$ cat src/rtl/bldc_pkg.sv
// Shared Hall-sensor definitions for the BLDC speed path: commutation states,
// sequence lookups and the period saturation limit.
package bldc_pkg;

  localparam logic [2:0] HALL_S1   = 3'b001;
  localparam logic [2:0] HALL_S2   = 3'b011;
  localparam logic [2:0] HALL_S3   = 3'b010;
  localparam logic [2:0] HALL_S4   = 3'b110;
  localparam logic [2:0] HALL_S5   = 3'b100;
  localparam logic [2:0] HALL_S6   = 3'b101;
  localparam logic [2:0] HALL_INV0 = 3'b000;
  localparam logic [2:0] HALL_INV7 = 3'b111;

  typedef enum logic [1:0] {
    EDGE_FWD,
    EDGE_REV,
    EDGE_BAD
  } hall_edge_e;

  // Largest positive value of a signed word of the given width.
  function automatic logic [31:0] period_max(input int width);
    return (32'd1 << (width - 1)) - 32'd1;
  endfunction

  function automatic logic [2:0] hall_next_fwd(input logic [2:0] s);
    logic [2:0] n;
    n = HALL_INV0;
    case (s)
      HALL_S1: n = HALL_S2;
      HALL_S2: n = HALL_S3;
      HALL_S3: n = HALL_S4;
      HALL_S4: n = HALL_S5;
      HALL_S5: n = HALL_S6;
      HALL_S6: n = HALL_S1;
      default: n = HALL_INV0;
    endcase
    return n;
  endfunction

  function automatic logic [2:0] hall_next_rev(input logic [2:0] s);
    logic [2:0] n;
    n = HALL_INV0;
    case (s)
      HALL_S1: n = HALL_S6;
      HALL_S6: n = HALL_S5;
      HALL_S5: n = HALL_S4;
      HALL_S4: n = HALL_S3;
      HALL_S3: n = HALL_S2;
      HALL_S2: n = HALL_S1;
      default: n = HALL_INV0;
    endcase
    return n;
  endfunction

  function automatic logic hall_is_valid(input logic [2:0] s);
    return (s != HALL_INV0) && (s != HALL_INV7);
  endfunction

  function automatic hall_edge_e hall_classify(input logic [2:0] prev, input logic [2:0] cur);
    hall_edge_e e;
    e = EDGE_BAD;
    if (hall_is_valid(prev) && hall_is_valid(cur)) begin
      if (hall_next_fwd(prev) == cur) begin
        e = EDGE_FWD;
      end else if (hall_next_rev(prev) == cur) begin
        e = EDGE_REV;
      end
    end
    return e;
  endfunction

endpackage

$ cat src/rtl/hall_debouncer.sv
// Synchronizes the raw Hall lines and accepts a new state only after it has
// been stable for DEBOUNCE_CYCLES samples; accept_o is a registered strobe.
module hall_debouncer
  import bldc_pkg::*;
#(
  parameter int DEBOUNCE_CYCLES = 4
) (
  input  logic       clk_i,
  input  logic       reset_i,
  input  logic [2:0] hall_i,
  output logic [2:0] state_o,
  output logic [2:0] prev_o,
  output logic       accept_o,
  output logic       first_o
);

  localparam logic [7:0] TARGET = 8'(DEBOUNCE_CYCLES);

  logic [2:0] sync1_q, sync2_q;
  logic [1:0] primed_q;
  logic [2:0] cand_q, cand_d;
  logic [2:0] state_q, state_d;
  logic [2:0] prev_q, prev_d;
  logic [7:0] cnt_q, cnt_d;
  logic       first_q, first_d;
  logic       accept_q, accept_d;
  logic       firstacc_q, firstacc_d;

  // primed_q keeps the reset value of the synchronizer from being debounced
  // as if it were a real Hall sample.
  always_comb begin
    cand_d     = cand_q;
    cnt_d      = cnt_q;
    state_d    = state_q;
    prev_d     = prev_q;
    first_d    = first_q;
    accept_d   = 1'b0;
    firstacc_d = 1'b0;
    if (primed_q[1]) begin
      if (cnt_q == TARGET) begin
        prev_d     = state_q;
        state_d    = cand_q;
        first_d    = 1'b0;
        accept_d   = 1'b1;
        firstacc_d = first_q;
        cnt_d      = 8'd0;
      end else if (first_q || (sync2_q != state_q)) begin
        if ((cnt_q != 8'd0) && (sync2_q == cand_q)) begin
          cnt_d = cnt_q + 8'd1;
        end else begin
          cand_d = sync2_q;
          cnt_d  = 8'd1;
        end
      end else begin
        cnt_d = 8'd0;
      end
    end
  end

  always_ff @(posedge clk_i) begin
    if (reset_i) begin
      sync1_q    <= HALL_INV0;
      sync2_q    <= HALL_INV0;
      primed_q   <= 2'b00;
      cand_q     <= HALL_INV0;
      cnt_q      <= 8'd0;
      state_q    <= HALL_INV0;
      prev_q     <= HALL_INV0;
      first_q    <= 1'b1;
      accept_q   <= 1'b0;
      firstacc_q <= 1'b0;
    end else begin
      sync1_q    <= hall_i;
      sync2_q    <= sync1_q;
      primed_q   <= {primed_q[0], 1'b1};
      cand_q     <= cand_d;
      cnt_q      <= cnt_d;
      state_q    <= state_d;
      prev_q     <= prev_d;
      first_q    <= first_d;
      accept_q   <= accept_d;
      firstacc_q <= firstacc_d;
    end
  end

  assign state_o  = state_q;
  assign prev_o   = prev_q;
  assign accept_o = accept_q;
  assign first_o  = firstacc_q;

endmodule

$ cat src/rtl/hall_period_meter.sv
// Hall-sensor period meter: validates debounced commutation edges, measures the
// cycle count between them and publishes a signed, stall-saturated speed word.
module hall_period_meter
  import bldc_pkg::*;
#(
  parameter int DATA_WIDTH      = 16,
  parameter int DEBOUNCE_CYCLES = 4
) (
  input  logic                         clk_div,
  input  logic                         reset,
  input  logic [2:0]                   hall,
  output logic signed [DATA_WIDTH-1:0] period_speed,
  output logic                         period_valid,
  output logic                         direction,
  output logic                         stall,
  output logic                         hall_fault
);

  localparam logic [DATA_WIDTH-1:0] MAX_PERIOD = DATA_WIDTH'(period_max(DATA_WIDTH));
  localparam logic [DATA_WIDTH-1:0] CNT_ONE    = DATA_WIDTH'(1);

  logic [2:0]            cur_state, prev_state;
  logic                  accept, first_acc;
  hall_edge_e            edge_class;
  logic [DATA_WIDTH-1:0] mag;

  logic [DATA_WIDTH-1:0] cnt_q, cnt_d;
  logic [DATA_WIDTH-1:0] speed_q, speed_d;
  logic                  armed_q, armed_d;
  logic                  valid_q, valid_d;
  logic                  dir_q, dir_d;
  logic                  stall_q, stall_d;
  logic                  fault_q, fault_d;

  hall_debouncer #(
    .DEBOUNCE_CYCLES(DEBOUNCE_CYCLES)
  ) u_debouncer (
    .clk_i   (clk_div),
    .reset_i (reset),
    .hall_i  (hall),
    .state_o (cur_state),
    .prev_o  (prev_state),
    .accept_o(accept),
    .first_o (first_acc)
  );

  // An edge landing in the same cycle as saturation takes priority over stall.
  always_comb begin
    edge_class = hall_classify(prev_state, cur_state);
    mag        = (cnt_q == MAX_PERIOD) ? MAX_PERIOD : (cnt_q + CNT_ONE);
    cnt_d      = (cnt_q == MAX_PERIOD) ? cnt_q : (cnt_q + CNT_ONE);
    speed_d    = speed_q;
    armed_d    = armed_q;
    valid_d    = 1'b0;
    dir_d      = dir_q;
    stall_d    = stall_q;
    fault_d    = fault_q;
    if (accept) begin
      cnt_d = '0;
      if (!first_acc) begin
        if (edge_class == EDGE_BAD) begin
          fault_d = 1'b1;
          armed_d = 1'b0;
        end else begin
          dir_d   = (edge_class == EDGE_FWD);
          stall_d = 1'b0;
          armed_d = 1'b1;
          if (armed_q) begin
            speed_d = (edge_class == EDGE_FWD) ? mag : (~mag + CNT_ONE);
            valid_d = 1'b1;
          end
        end
      end
    end else if (armed_q && (cnt_q == MAX_PERIOD)) begin
      stall_d = 1'b1;
      valid_d = 1'b1;
      armed_d = 1'b0;
      speed_d = dir_q ? MAX_PERIOD : (~MAX_PERIOD + CNT_ONE);
    end
  end

  always_ff @(posedge clk_div) begin
    if (reset) begin
      cnt_q   <= '0;
      speed_q <= MAX_PERIOD;
      armed_q <= 1'b0;
      valid_q <= 1'b0;
      dir_q   <= 1'b1;
      stall_q <= 1'b0;
      fault_q <= 1'b0;
    end else begin
      cnt_q   <= cnt_d;
      speed_q <= speed_d;
      armed_q <= armed_d;
      valid_q <= valid_d;
      dir_q   <= dir_d;
      stall_q <= stall_d;
      fault_q <= fault_d;
    end
  end

  assign period_speed = speed_q;
  assign period_valid = valid_q;
  assign direction    = dir_q;
  assign stall        = stall_q;
  assign hall_fault   = fault_q;

endmodule

$ cat config.mk
export PLATFORM = sky130hd
export DESIGN_NAME = hall_period_meter
export DESIGN_NICKNAME = d
export VERILOG_FILES = /design/src/rtl/bldc_pkg.sv /design/src/rtl/hall_debouncer.sv /design/src/rtl/hall_period_meter.sv
export SDC_FILE = /design/constraint.sdc
export NUM_CORES = 1
export LEC_CHECK = 0
export CORE_UTILIZATION = 45
export CTS_CLUSTER_SIZE = 25
export DETAILED_ROUTE_END_ITERATION = 12
export GPL_TIMING_DRIVEN = 0
export PLACE_DENSITY = 0.75
export SETUP_SLACK_MARGIN = 0.05
export SYNTH_ARGS = -nofsm -noshare
export SYNTH_HDL_FRONTEND = slang
export SYNTH_SLANG_ARGS = --single-unit
$ cat constraint.sdc
create_clock -name clk_div -period 6.73 [get_ports clk_div]
set_input_delay 0.673 -clock clk_div [delete_from_list [all_inputs] [get_ports clk_div]]
set_output_delay 0.673 -clock clk_div [all_outputs]
set_load 0.02 [all_outputs]
Word level (Yosys, flattened, before mapping)
Index checks and enable logic that the tools add are counted.
{ "op_classes": {"n_reduce_logical": 21, "n_eq_ne": 18, "bitwise_logic": 6, "add_sub_neg": 3, "n_mux": 34} }
{ "op_table": {"columns": ["op", "n"], "rows": [
  ["2-to-1 mux 16 bit", 8],
  ["case mux 3 bit (6 select lines)", 2],
  ["adder 16 x 1 -> 16 bit, second input constant", 2],
  ["2-to-1 mux 8 bit", 3],
  ["== test 16 x 15 -> 1 bit, second input constant", 1],
  ["inverter 16 bit", 1],
  ["2-to-1 mux 1 bit", 15],
  ["== test 3 bit", 3],
  ["== test 3 bit, second input constant", 3],
  ["2-to-1 mux 3 bit", 3],
  ["AND reduction 3 bit", 3],
  ["adder 8 x 1 -> 8 bit, second input constant", 1],
  ["== test 8 x 3 -> 1 bit, second input constant", 1],
  ["AND reduction 4 bit", 2],
  ["nonzero test 8 bit", 1],
  ["== test 3 x 2 -> 1 bit, second input constant", 2],
  ["2-to-1 mux 2 bit", 3],
  ["!= test 2 bit, second input constant", 3],
  ["!= test 3 bit, second input constant", 2],
  ["nonzero test 3 bit", 2],
  ["logical AND 1 bit", 5],
  ["inverter 1 bit", 5],
  ["AND reduction 2 bit", 2],
  ["OR reduction 2 bit", 2],
  ["other kinds (7)", 7]
]} }
{ "totals": {"out_inout_bits": 20, "ff_bits": 65} }

Longest topological paths before layout
Gate-level depths: netlist (run 1).
{ "logic_depth": {"depth_word": 17, "mapped_depth": 14, "ltp_nobuf": 13} }

Hierarchy
From an unflattened synthesis (run 1), not the netlist that was laid out.
{ "hier_totals": {"cells_unflattened": 424, "area_unflattened_um2": 3672.3} }
{ "by_module_without_submodules": {"columns": ["module", "area_each_um2", "cells_each", "n_inst", "seq_area_each_um2"], "rows": [
  ["hall_period_meter", 2428.6, 285, 1, 740.7],
  ["hall_debouncer", 1243.7, 139, 1, 560.5]
]} }

Least setup slack after synthesis (run 1)
Ideal clock, no wire load.
{ "synth_timing": {"kind": "register to register", "start": "register cnt_q[1]", "end": "register speed_q[14], in the netlist period_speed[14]", "arrival_ps": 2962, "path_stages_with_launch": 15, "setup_ps": 96, "setup_slack_ps": 3673, "required_ps": 6634, "path_buffers": 1, "cell_sequence": "dfxtp_1 ha_1 inv_1 nor4_4 and2_1 buf_2 nor2_1 ha_1 nand2_1 or2_1 a2111oi_4 nand3_4 nor2_1 mux2_1 o41ai_2"} }
{ "synth_between": {"elab_chain_len": 9, "word_cells_on_any_way": 13, "classes_between": "add/sub: 2; eq/ne: 1; mux: 6; bitwise: 1; reduce/logical: 3"} }
{ "synth_lines": {"columns": ["item", "line", "rtl"], "rows": [
  ["start, declared", "hall_period_meter.sv:27", "logic [DATA_WIDTH-1:0] cnt_q, cnt_d;"],
  ["start signal, assigned", "hall_period_meter.sv:92", "cnt_q <= cnt_d;"],
  ["adder 16 x 1 -> 16 bit or == test 16 x 15 -> 1 bit (tied branches)", "hall_period_meter.sv:50, hall_period_meter.sv:74", null],
  ["2-to-1 mux 16 bit", "hall_period_meter.sv:50", "mag = (cnt_q == MAX_PERIOD) ? MAX_PERIOD : (cnt_q + CNT_ONE);"],
  ["inverter 16 bit", "hall_period_meter.sv:69", "speed_d = (edge_class == EDGE_FWD) ? mag : (~mag + CNT_ONE);"],
  ["adder 16 x 1 -> 16 bit", "hall_period_meter.sv:69", null],
  ["2-to-1 mux 16 bit", "hall_period_meter.sv:69", null],
  ["2-to-1 mux 16 bit", "hall_period_meter.sv:68", "if (armed_q) begin"],
  ["2-to-1 mux 16 bit", "hall_period_meter.sv:61", "if (edge_class == EDGE_BAD) begin"],
  ["2-to-1 mux 16 bit", "hall_period_meter.sv:60", "if (!first_acc) begin"],
  ["2-to-1 mux 16 bit", "hall_period_meter.sv:58", "if (accept) begin"],
  ["end signal, assigned", "hall_period_meter.sv:93", "speed_q <= speed_d;"],
  ["end, declared", "hall_period_meter.sv:28", "logic [DATA_WIDTH-1:0] speed_q, speed_d;"]
]} }
Parallel ways exist; a longest one is shown, timed or not. The select of a mux whose other input is x is not followed.
A chain may end at the register's enable or synchronous reset.

Worst setup path in the final report (run 1)
Same ends and word-level chain as after synthesis.

==> out/metrics.yaml, run 1 <==
rsz0062_at_grt: "false"
switchingPower_mw: 0.191
fin_tns_setup_ns: 0
htreeDepth: 3
grt_max_degree: 12
crit_path_start_kind: "flop"
fin_area_um2: 4280
syn_nets: 432
drv_cap: 0
cts_tree: "done"
outcome: "finished clean"
globalplace.congestion: 0.910
syn_inst: 423
cts_hold_buf: 0
critical-path-top-delay-family: "simple AND/OR/NAND/NOR gates"
diodes: 0
ir_worst_vdd_mv: 0.137
yosysSeqAreaShare_pct: 35.9
insertion_delay_ns: 0.35
cts_root_buffer: "clkbuf_8"
critical_path_buf_inv_count: 2
max_freq_mhz: 288
drive_gt1_share_pct: 11.2
finalCritPeriodShare_pct: 51.6
critPathKind: "flop to flop"
clkTransAtPathRegs_ns: 0.07
row_count: 32
swShare_pct: 20.4
leakagePower_nw: 1.71
endpoint_kind: "flop"
dr_total_vias: 3275
ios: 25
die_h_um: 91.7
p_int_mw: 0.745
fin_util_pct: 55.1
place_hpwl_mm: 6.57
slowest_stage: "a2111oi_4"
dr.pass1.iters: 4
fillCellCount: 712
layout_common_cells: "65 x dfxtp_1, 48 x nor2_1, 39 x nand2_1"
cts_max_path_buffers: 2
hold_class: "flop to flop"
fp.dieW_um: 91.7
postCtsSetupBuffers: 0
cp.arrival_ns: 3.73
required_ns: 6.98
initialDrtViolationCount: 151
crit_chain: "ha_1 > inv_1 > nor4_4 > and2_1 > buf_2 > nor2_1 > ha_1 > nand2_1 > or2_1 > a2111oi_4 > nand3_4 > nor2_1 > mux2_1 > o41ai_2"
viasPerCell: 5.80
synthesis.area_um2: 3620
die_area_um2: 8410
routed_wl_mm: 9.03
grt_pass1_wl_mm: 14.9
ys_types: 77
finalClockSkew_ns: 0.0105
synth_warnings: 0
cp_slowest_stage_delay_ns: 0.50
core_um2: 7770
fin_nets: 467
post_drt_wl_per_cell_um: 16.0
p_seq_share_pct: 42.0
synth_edf_count: 0
start_util_pct: 46.6
dpl_cell_area_um2: 3990
cts_num_sinks: 65
relSlewSlack_pct: 49.4
grt_pass1_vias: 3087
multi_input_area_um2: 2140
p_per_area_nw_per_um2: 219
ys.flop_type: "dfxtp_1"
syn_area_per_cell_um2: 8.56
clock_power_share_pct: 51.6
ys_seq_elements: 65
finalCriticalPeriod_ns: 3.47
grt_util_all_layers_pct: 22.3
cts.repair.resized: 0
combPwrFrac_pct: 6.4
antenna_found_initial: 0
drtAntennaViolNets: 0
cts_made_buffers: 9
area_growth_pct: 18.2
setup_viol: 0
hold_viol: 0
port_buffers: 24
synthArstFlopShare_pct: 0
crit_fanout: 9
seq_area_um2: 1300
overflow: 0
drc: 0
tightest_slew_ns: 0.752
slew_viol_final: 0
final_common_cell: "dfxtp_1"
-- routing by layer --
layer	track usage, %	wire, µm	up-vias
met5	0	0	-
met4	9.64	168	0
met3	5.14	453	18
met2	37.4	4370	106
met1	27.4	4040	1540
li1	-	-	1611
-- power groups by stage --
stage	Clock [mW]	Combinational (mW)	Sequential, mW
2_1_floorplan	0	0.0450	0.401
3_3_place_gp	0	0.0579	0.402
3_5_place_dp	0	0.0583	0.402
4_1_cts	0.487	0.0589	0.393
5_1_grt	0.506	0.0653	0.394
6_report	0.483	0.0600	0.394
-- synth_stat cells (all sizes together), types with 4 or more instances --
library cell / count / area (µm²)
nand4: 4 / 40.0
nor2b: 10 / 62.6
nor3: 8 / 40.0
mux2: 4 / 45.0
and3: 7 / 43.8
ha: 4 / 50.1
nor4: 6 / 52.6
a221o: 4 / 40.0
inv: 9 / 33.8
nor4bb: 6 / 60.1
a21oi: 27 / 135
nand3: 21 / 133
o41ai: 4 / 50.1
buf: 17 / 105
clkbuf: 10 / 37.5
xor2: 15 / 131
xnor2: 9 / 78.8
o21ai: 21 / 105
mux2i: 11 / 110
nand2: 40 / 153
nor2: 48 / 180
nor3b: 8 / 60.1
nand2b: 4 / 25.0
dfxtp: 65 / 1300
-- path summary, 6_finish.rpt --
check,start,endpoint,slack (ns),cells after the start
worst max-delay path,cnt_q[1]$_SDFFE_PP0N_,period_speed[14]$_SDFFE_PP1P_,3.26,14
worst min-delay path,u_debouncer.primed_q[0]$_DFF_P_,u_debouncer.primed_q[1]$_SDFF_PP0_,0.44,1
worst max register to register,cnt_q[1]$_SDFFE_PP0N_,period_speed[14]$_SDFFE_PP1P_,3.26,14
worst min register to register,u_debouncer.primed_q[0]$_DFF_P_,u_debouncer.primed_q[1]$_SDFF_PP0_,0.44,1
-- flip-flops by register name, indices dropped and copies added, names as in the netlist --
register	count
cnt_q	16
period_speed	16
u_debouncer.cnt_q	8
u_debouncer.cand_q	3
u_debouncer.prev_o	3
u_debouncer.state_o	3
u_debouncer.sync1_q	3
u_debouncer.sync2_q	3
u_debouncer.primed_q	2
armed_q	1
direction	1
hall_fault	1
period_valid	1
stall	1
u_debouncer.accept_o	1
u_debouncer.first_o	1
u_debouncer.first_q	1
-- cells by family (layout without fill, tap and decap cells) --
| family | Yosys count | count (layout) | share of synthesized area (%) |
|---|---|---|---|
| compound gates | 98 | 98 | 19.9 |
| buf+inv | 37 | 77 | 4.98 |
| xor+xnor | 24 | 24 | 5.81 |
| flops | 65 | 65 | 35.9 |
| simple gates | 180 | 180 | 27.7 |
| mux | 15 | 15 | 4.28 |
| fa+ha+maj | 4 | 4 | 1.38 |
-- through the flow --
step / instances / power, mW / hold slack [ns] / worst slack, ns
final: 565 / 0.936 / 0.439 / 3.26
after global routing: 565 / 0.965 / 0.459 / 3.02
after CTS: 565 / 0.940 / 0.443 / 3.27
after detailed placement: 549 / 0.461 / 0.428 / 3.30
after global placement: 549 / 0.460 / 0.417 / 3.31
after floorplan: 423 / 0.446 / 0.414 / 3.67
-- layout make-up --
type                    count  area share, %
inverters                  10          0.877
clock inverters             5           3.51
clock buffers              11           3.30
repair buffers             24           5.61
flip-flops and latches     65           30.4
multi-input cells         321           50.0
plain buffers              27           3.33
well taps                 102           2.98
-- worst reg2reg max path, cell delays in order (launching register included) --
cell and delay [ns]:
dfxtp_1 0.41, ha_1 0.26, inv_1 0.15, nor4_4 0.09, and2_1 0.16, buf_2 0.17
nor2_1 0.15, ha_1 0.24, nand2_1 0.06, or2_1 0.24, a2111oi_4 0.50, nand3_4 0.16
nor2_1 0.17, mux2_1 0.35, o41ai_2 0.28
No activity file was read; power rests on OpenSTA's default activity.
==> run 2: changes to the inputs <==
==> constraint.sdc (replaced) <==
create_clock -name clk_div -period 3.5 [get_ports clk_div]
set_input_delay 0.35 -clock clk_div [delete_from_list [all_inputs] [get_ports clk_div]]
set_output_delay 0.35 -clock clk_div [all_outputs]
set_load 0.02 [all_outputs]
==> run 2 against run 1 <==
Effect of this change: global-route usage unchanged; combinational power rose by 100%; first-iteration DRC count up 23%; die area is the same; maximum frequency is 6.4% higher; non-clock buffer count stayed put; core utilization grew 0.31 points; clock skew barely moved; hold slack is essentially flat; critical path type unchanged; largest cell class unchanged.
==> out/metrics.yaml, run 2 (synthesized netlist as in run 1, its figures left out) <==
cts_root_buffer: "clkbuf_8"  # unchanged
wl_met2_mm: 4.44  # was 4.37 mm
grt_max_degree: 12  # unchanged
crit_path_start_kind: "flop"  # unchanged
finalCriticalPeriod_ns: 3.27  # was 3.47 ns
hold_slack_ns: 0.439  # about the same
final_common_cell: "dfxtp_1"  # unchanged
pre_cts_ws_ns: 0.0728  # was 3.30 ns
hold_class: "flop to flop"  # unchanged
ios: 25  # unchanged
post_drt_wl_per_cell_um: 16.2  # was 16.0 µm
drv_cap: 0  # unchanged
cpMostUsedCell: "nor2_4"
drive_gt1_share_pct: 12.5  # was 11.2%
viasPerCell: 5.82  # was 5.80
row_count: 32  # unchanged
start_util_pct: 46.6  # unchanged
p_total_mw: 1.81  # was 0.936 mW
die_h_um: 91.7  # unchanged
layout_common_cells: "64 x dfxtp_1, 46 x nor2_1, 38 x nand2_1"  # was 65 x dfxtp_1, 48 x nor2_1, 39 x nand2_1
port_buffers: 24  # unchanged
setup_viol: 0  # unchanged
dr.pass1.iters: 5  # was 4
fp.dieW_um: 91.7  # unchanged
drtAntennaViolNets: 0  # unchanged
slowest_stage: "a2111oi_4"  # unchanged
r2r_slack_ns: 0.23  # was 3.26 ns
finalCritPeriodShare_pct: 93.3  # was 51.6%
fillCellCount: 711  # was 712
relSlewSlack_pct: 46.9  # was 49.4%
area_growth_pct: 18.9  # was 18.2%
dr_total_vias: 3291  # was 3,275
htreeDepth: 3  # unchanged
required_ns: 3.75  # was 6.98 ns
fin_tns_setup_ns: 0  # unchanged
fin_nets: 467  # unchanged
diodes: 0  # unchanged
core_um2: 7770  # unchanged
leakagePower_nw: 1.72  # was 1.71 nW
routed.top_layer: "met4"  # unchanged
stdcell_count: 565  # unchanged
reg2reg_to: "period_speed[14]$_SDFFE_PP1P_"  # unchanged
wl_met1_mm: 4.03  # was 4.04 mm
cts_made_buffers: 9  # unchanged
endpoint_kind: "flop"  # unchanged
grt_pass1_wl_mm: 14.9  # unchanged
routed_wl_mm: 9.15  # was 9.03 mm
crit_path_end: "period_speed[14]$_SDFFE_PP1P_"  # unchanged
cts_num_sinks: 65  # unchanged
insertion_delay_ns: 0.35  # about the same
die_area_um2: 8410  # unchanged
critPathKind: "flop to flop"  # unchanged
place.detailed.instances: 549  # unchanged
worst-r2r-cell-count: 14  # unchanged
place_hpwl_mm: 6.57  # unchanged
crit_chain: "ha_1 > inv_2 > nor4_4 > and2_1 > buf_2 > nor2_4 > ha_2 > nand2_1 > or2_1 > a2111oi_4 > nand3_4 > nor2_4 > mux2_1 > o41ai_2"  # was ha_1 > inv_1 > nor4_4 > and2_1 > buf_2 > nor2_1 > ha_1 > nand2_1 > or2_1 > a2111oi_4 > nand3_4 > nor2_1 > mux2_1 > o41ai_2
route.met3.wl_um: 506  # was 453 µm
cts_tree: "done"  # unchanged
crit_fanout: 9  # unchanged
fin_area_um2: 4300  # was 4280 µm²
slew_viol_final: 0  # unchanged
ir_worst_vdd_mv: 0.264  # was 0.137 mV
crit_path_start: "cnt_q[1]$_SDFFE_PP0N_"  # unchanged
p_per_area_nw_per_um2: 420  # was 219 nW/µm²
initialDrtViolationCount: 185  # was 151
final.setup.worst_slack_ns: 0.235  # was 3.26 ns
cp.arrival_ns: 3.52  # was 3.73 ns
antenna_found_initial: 0  # unchanged
hold_viol: 0  # unchanged
finalClockSkew_ns: 0.0103  # was 0.0105 ns
r2r_start: "cnt_q[1]$_SDFFE_PP0N_"  # unchanged
tightest_slew_ns: 0.789  # was 0.752 ns
max_freq_mhz: 306  # was 288 MHz
grt_pass1_vias: 3087  # unchanged
cts_max_path_buffers: 2  # unchanged
globalplace.congestion: 0.910  # unchanged
overflow: 0  # unchanged
cp_slowest_stage_delay_ns: 0.49  # was 0.50 ns
dpl_cell_area_um2: 3990  # unchanged
grt_util_all_layers_pct: 22.3  # unchanged
rsz0062_at_grt: "false"  # unchanged
clkTransAtPathRegs_ns: 0.07  # about the same
outcome: "finished clean"  # unchanged
fin_util_pct: 55.4  # was 55.1%
drc: 0  # unchanged
-- run 2: repair_timing --
item	in CTS	in global routing
hold buffers	0	0
endpoints found under the setup margin	1	5
pin swaps	1	3
resized for setup	0	9
cloned	0	0
setup buffers	0	0
-- run 2: final cells by class --
class	instances	area (µm²)	area share (%)
well taps	102	128	2.97
flip-flops and latches	65	1310	30.3
inverters	10	37.5	0.872
plain buffers	27	143	3.31
multi-input cells	321	2160	50.2
clock inverters	5	150	3.49
clock buffers	11	141	3.28
repair buffers	24	240	5.58
-- run 2: worst min path at each step --
stage / from / to / slack, ns / depth (start not counted)
6_report: u_debouncer.primed_q[0]$_DFF_P_ / u_debouncer.primed_q[1]$_SDFF_PP0_ / 0.44 / 1
4_1_cts: u_debouncer.sync1_q[1]$_SDFF_PP0_ / u_debouncer.sync2_q[1]$_SDFF_PP0_ / 0.44 / 1
3_5_place_dp: u_debouncer.primed_q[0]$_DFF_P_ / u_debouncer.primed_q[1]$_SDFF_PP0_ / 0.43 / 1
5_1_grt: u_debouncer.sync1_q[1]$_SDFF_PP0_ / u_debouncer.sync2_q[1]$_SDFF_PP0_ / 0.46 / 1
3_3_place_gp: u_debouncer.sync1_q[0]$_SDFF_PP0_ / u_debouncer.sync2_q[0]$_SDFF_PP0_ / 0.42 / 1
2_1_floorplan: u_debouncer.primed_q[0]$_DFF_P_ / u_debouncer.primed_q[1]$_SDFF_PP0_ / 0.41 / 1
-- run 2: worst max-delay path, delay by kind of cell (launching register included) --
kind                     cells  cell delay (ns)
adder cells (fa/ha/maj)      2             0.45
multiplexers                 1             0.34
buffers and inverters        2             0.28
flip-flops                   1             0.38
AO/OA/AOI/OAI                2             0.77
AND/OR/NAND/NOR              7             0.95
-- run 2: where the power goes --
| part | switching, mW | internal [mW] |
|---|---|---|
| Combinational | 0.0712 | 0.0493 |
| Clock | 0.291 | 0.637 |
| Sequential | 0.00869 | 0.748 |
| Total | 0.371 | 1.44 |
-- run 2: metal layers --
metal / vias up / track usage (%)
met5: - / 0
met4: 0 / 9.64
met3: 17 / 5.14
met2: 119 / 37.4
met1: 1545 / 27.4
li1: 1610 / -
